[src/rtl/alu_arbiter.sv]
// Round-robin arbiter/sequencer sharing one ALUdec/ALU pair between two requesters.
// Operands are registered into the ALU, and the result is held until the granted requester accepts it.
module alu_arbiter #(
    parameter int WIDTH = 32
) (
    input  logic             Clock,
    input  logic             Reset_n,
    input  logic             req0_valid,
    output logic             req0_ready,
    input  logic [5:0]       req0_opcode,
    input  logic [5:0]       req0_funct,
    input  logic [WIDTH-1:0] req0_A,
    input  logic [WIDTH-1:0] req0_B,
    input  logic             req1_valid,
    output logic             req1_ready,
    input  logic [5:0]       req1_opcode,
    input  logic [5:0]       req1_funct,
    input  logic [WIDTH-1:0] req1_A,
    input  logic [WIDTH-1:0] req1_B,
    output logic [5:0]       alu_opcode,
    output logic [5:0]       alu_funct,
    output logic [WIDTH-1:0] alu_A,
    output logic [WIDTH-1:0] alu_B,
    input  logic [WIDTH-1:0] alu_out,
    output logic             rsp0_valid,
    input  logic             rsp0_ready,
    output logic             rsp1_valid,
    input  logic             rsp1_ready,
    output logic [WIDTH-1:0] rsp_data,
    output logic             grant_id
);

    typedef enum logic [1:0] {
        IDLE  = 2'd0,
        ISSUE = 2'd1,
        RESP  = 2'd2
    } state_t;

    state_t           state;
    state_t           state_nxt;
    logic             last_grant;
    logic             win0;
    logic             win1;
    logic             accept;
    logic             win_id;
    logic             rsp_ack;

    logic [5:0]       opcode_p1;
    logic [5:0]       funct_p1;
    logic [WIDTH-1:0] a_p1;
    logic [WIDTH-1:0] b_p1;
    logic             gid_p1;
    logic [WIDTH-1:0] result_p2;

    // On contention the requester that did not win last time goes first.
    always_comb begin
        win0 = req0_valid && (!req1_valid || last_grant);
        win1 = req1_valid && (!req0_valid || !last_grant);
    end

    always_comb begin
        state_nxt  = state;
        req0_ready = 1'b0;
        req1_ready = 1'b0;
        rsp0_valid = 1'b0;
        rsp1_valid = 1'b0;
        rsp_ack    = gid_p1 ? rsp1_ready : rsp0_ready;
        case (state)
            IDLE: begin
                req0_ready = win0;
                req1_ready = win1;
                if (win0 || win1) begin
                    state_nxt = ISSUE;
                end
            end
            ISSUE: begin
                state_nxt = RESP;
            end
            RESP: begin
                rsp0_valid = !gid_p1;
                rsp1_valid = gid_p1;
                if (rsp_ack) begin
                    state_nxt = IDLE;
                end
            end
            default: begin
                state_nxt = IDLE;
            end
        endcase
    end

    assign accept = req0_ready || req1_ready;
    assign win_id = req1_ready;

    always_ff @(posedge Clock or negedge Reset_n) begin
        if (!Reset_n) begin
            state      <= IDLE;
            last_grant <= 1'b1;
        end else begin
            state <= state_nxt;
            if (accept) begin
                last_grant <= win_id;
            end
        end
    end

    // p1: winner's request registered onto the shared ALU inputs
    always_ff @(posedge Clock or negedge Reset_n) begin
        if (!Reset_n) begin
            opcode_p1 <= '0;
            funct_p1  <= '0;
            a_p1      <= '0;
            b_p1      <= '0;
            gid_p1    <= 1'b0;
        end else if (accept) begin
            opcode_p1 <= win_id ? req1_opcode : req0_opcode;
            funct_p1  <= win_id ? req1_funct  : req0_funct;
            a_p1      <= win_id ? req1_A      : req0_A;
            b_p1      <= win_id ? req1_B      : req0_B;
            gid_p1    <= win_id;
        end
    end

    // p2: ALU result captured at the end of the single ISSUE cycle
    always_ff @(posedge Clock or negedge Reset_n) begin
        if (!Reset_n) begin
            result_p2 <= '0;
        end else if (state == ISSUE) begin
            result_p2 <= alu_out;
        end
    end

    assign alu_opcode = opcode_p1;
    assign alu_funct  = funct_p1;
    assign alu_A      = a_p1;
    assign alu_B      = b_p1;
    assign grant_id   = gid_p1;
    assign rsp_data   = result_p2;

endmodule

[config.mk]
export PLATFORM = sky130hd
export DESIGN_NAME = alu_arbiter
export DESIGN_NICKNAME = d
export VERILOG_FILES = /design/src/rtl/alu_arbiter.sv
export SDC_FILE = /design/constraint.sdc
export NUM_CORES = 1
export LEC_CHECK = 0
export BUFFER_PORTS_ARGS = -buffer_cell sky130_fd_sc_hd__buf_2
export CAP_MARGIN = 30
export CORE_MARGIN = 10
export CORE_UTILIZATION = 49
export DETAILED_ROUTE_END_ITERATION = 16
export PLACE_DENSITY_LB_ADDON = 0.05
export SETUP_SLACK_MARGIN = 0.02
export SYNTH_ARGS = -nofsm -noshare
export SYNTH_HDL_FRONTEND = slang
export SYNTH_SLANG_ARGS = --single-unit
[constraint.sdc]
create_clock -name Clock -period 2.32 [get_ports Clock]
set_input_delay 0.464 -clock Clock [delete_from_list [all_inputs] [get_ports Clock]]
set_output_delay 0.464 -clock Clock [all_outputs]
set_load 0.01 [all_outputs]
# Word level (Yosys, flattened, before mapping)
# Index checks and enable logic that the tools add are counted.
# totals
in_bits,190
output_inout_bits,113
reg_bits,112
elab_cells,36
# classes
reduce_logical,12
muxes,12
eq_ne,4
# op_table
op,n
32-bit two-way mux,2
6-bit two-way mux,2
2-bit case mux with 3 select lines,1
1-bit two-way mux,5
1-bit zero test,4
1-bit logical OR,4
2-bit two-way mux,2
2-bit inequality test (second input constant),2
2-bit by 1-bit == test with 1-bit output (second input constant),1
2-bit == test (second input constant),1
1-bit logical AND,2
2-bit zero test,1
2-bit AND reduction,1

# Longest topological paths before layout
# depth
ltp_word,6
mapped_depth,6
mapped_depth_nobuf,4

# Worst setup path after synthesis
# OpenSTA, ideal clock, no wires.
# synth_timing
path_kind,input -> output
start,input req0_valid
end,output req1_ready
arrival_time_ns,1.064
required_time_ns,1.856
cell_stages,5
path_slack_ns,0.792
path_buffers,2
cell_sequence,buf_2 -> nand2_1 -> nand3_2 -> buf_2 -> inv_1
# synth_between
elab_chain_cells,4
# synth_rtl
item,line_no,source
from (decl),8,"input logic req0_valid,"
1-bit zero test,58,win1 = req1_valid && (!req0_valid || !last_grant);
1-bit logical OR,58,
1-bit logical AND,58,
1-bit two-way mux,68,case (state)
to (decl),15,"output logic req1_ready,"
# No other way between the ends.

# Worst setup path after layout
# layout_timing
start,register state[1]
end,output req0_ready
# layout_between
elab_chain_cells,2
# layout_rtl
item,line_no,source
from (decl),39,state_t state;
from (signal assigned),100,state <= state_nxt;
2-bit zero test,68,
1-bit two-way mux,68,
to (decl),9,"output logic req0_ready,"
# No other way between the ends.

==> metrics.txt <==
Syn Nets 719; PwrDens 1300 nW/um^2; CP required 1.86 ns; setup tns final 0 ns; Die Wd 127 um; Worst setup EP type primary output; Fillers 942; hold_sp alu_out[26]; io pins 303; Max Fclk 0.533 GHz; area grow syn2layout 33.4%; share of cells above drive strength 1 49.0%; # placed instances 926; Distinct cells, synth 25; Cells after Synth 529; routed len/inst 21.2 um; Worst setup SP type register; Remaining DRCs 0; Starting Density 49.8%; first-pass GRT wire length 31400 um; max-cap violation count 0; Register Area 2800 sq um; CTS Buf Count 9; Reg-to-Reg Start state[1]; Min Hold Slack 0.311 ns; GPL Wtd Cong 0.788; die span in y 127 um; # resized after CTS 0; row cnt 39; Slew Limit Fails 0; largest net degree at the start of global routing 77; DR pass1 iterations 5; hold path endpoint rsp_data[26]; RSZ-0062 raised after global routing no; multi-input logic area 2240 sq um; most frequent cells in the layout 301 x buf_2, 111 x dfrtp_1, 79 x inv_1; mapped cell area 5660 sq um; most common cell after layout, fill and taps aside buf_2; Layout Skew 0.00822 ns; sequential area share after synthesis 49.5%; worst-path fanout max 4; vias per cell 5.84; Num Clock Sinks 112; Hold Path Depth 2; initial DRC count 570; Worst Path Arrival 1.41 ns; Static Leak 3.81 nW; # setup viols final 0; VDD IR max 0.769 mV; CTS Buffer Depth 2; Post-CTS Setup Bufs 0; PortBufs 302; Least-Margin Pin Slew 0.509 ns; initial antenna violation count 2; hold_buf cts 1; Post-Route WL 20100 um; clk root buf clkbuf_16; Overall Global Routing Usage 23.7%; Worst-Skew Late Latency 0.36 ns; Core ar. 11400 sq um; status finished clean; CTS tree yes; Post-DRT Antenna Nets 0; die area 16300 sq um; worst min path class input pin to register; reg2reg path depth 4; Non-Filler Instances 945; Synth Register Bits 112; fin crit period 1.88 ns; syn avg cell area 10.7 sq um; crit path kind register to primary output; fin crit share 80.9%; fin nets 985; worst r2r dst alu_B[7]; vias 5515; Slew Limit Headroom 66.1%; Reg2Reg Setup Slack 0.70 ns; DP Wirelength 14600 um; Hold Vio Cnt, Final 0; vias in the first global route 5811; number of H-tree levels 3; Congestion Overflow GR 0; CTS clk-pin slew, worst paths 0.09 ns; Yosys warning total 0
synth_stat cells, drive strengths merged:
cell / n / area, sq um
or2: 1 / 8.76
a21o: 2 / 15.0
o2111ai: 76 / 666
inv: 80 / 300
clkbuf: 31 / 118
nand3: 1 / 10.0
buf: 31 / 209
nand2b: 2 / 12.5
o21ai: 77 / 385
dfstp: 1 / 26.3
mux2: 33 / 372
nor2: 5 / 28.8
nand2: 1 / 3.75
o211ai: 77 / 728
dfrtp: 111 / 2780
worst max-delay path by stage:
stage	slack [ns]	end	start	depth (start not counted)
4_1_cts	0.43	req0_ready	state[1]	4
3_3_place_gp	0.61	req0_ready	req0_valid	5
6_report	0.44	req0_ready	state[1]	4
3_5_place_dp	0.57	alu_A[26]	req0_valid	6
2_1_floorplan	0.79	req1_ready	req0_valid	5
5_1_grt	0.33	req0_ready	state[1]	4
power by group:
part	internal [W]	leakage, nW	switching (W)	total (W)
clock	0.000780	0.153	0.000824	0.00160
sequential	0.00293	1.36	0.000515	0.00345
combinational	0.00196	2.30	0.00278	0.00474
total	0.00568	3.81	0.00412	0.00980
cell type report:
type                       count  area share [%]
antenna                        2          0.0663
clock buffer                   9            2.98
clock inverter                 7            1.24
inverter                      80            3.98
multi-input combinational    275            29.7
sequential                   112            37.1
tap                          143            2.37
timing repair buffer         317            22.6
flip-flops by register name, summed over array words and instances, names as in the netlist:
register	cells
alu_A	32
alu_B	32
rsp_data	32
alu_funct	6
alu_opcode	6
state	2
grant_id	1
last_grant	1
critical path: stages, from the launching register on:
cell and delay [ns]:
dfrtp_1 0.43, nor2_4 0.20, o211ai_1 0.16, inv_1 0.12
buf_2 0.14
routing by layer:
layer	vias up	wire length, um	GRT usage [%]
met1	2676	7640	28.0
met3	45	1930	8.35
met5	-	0	0
li1	2515	-	-
met4	0	586	10.4
met2	279	9900	38.3
cells by family (layout without fill, tap and decap cells):
group | count (synthesis) | count (layout) | synth area share, %
compound gates | 232 | 232 | 31.7
buf+inv | 142 | 413 | 11.1
flops | 112 | 112 | 49.5
mux | 33 | 33 | 6.57
other cells | 0 | 2 | 0
simple gates | 10 | 10 | 1.13
through the flow:
| stage | power, W | instance area (sq um) | utilization, % | setup slack (ns) |
|---|---|---|---|---|
| finish | 0.00980 | 7550 | 66.4 | 0.444 |
| CTS | 0.00991 | 7550 | 66.4 | 0.428 |
| detailed placement | 0.00829 | 7220 | 63.5 | 0.567 |
| floorplan | 0.00643 | 5660 | - | 0.792 |
| global placement | 0.00813 | 7220 | 63.5 | 0.608 |
| global route | 0.0105 | 7550 | 66.4 | 0.330 |
No activity file was read; power rests on OpenSTA's default activity.
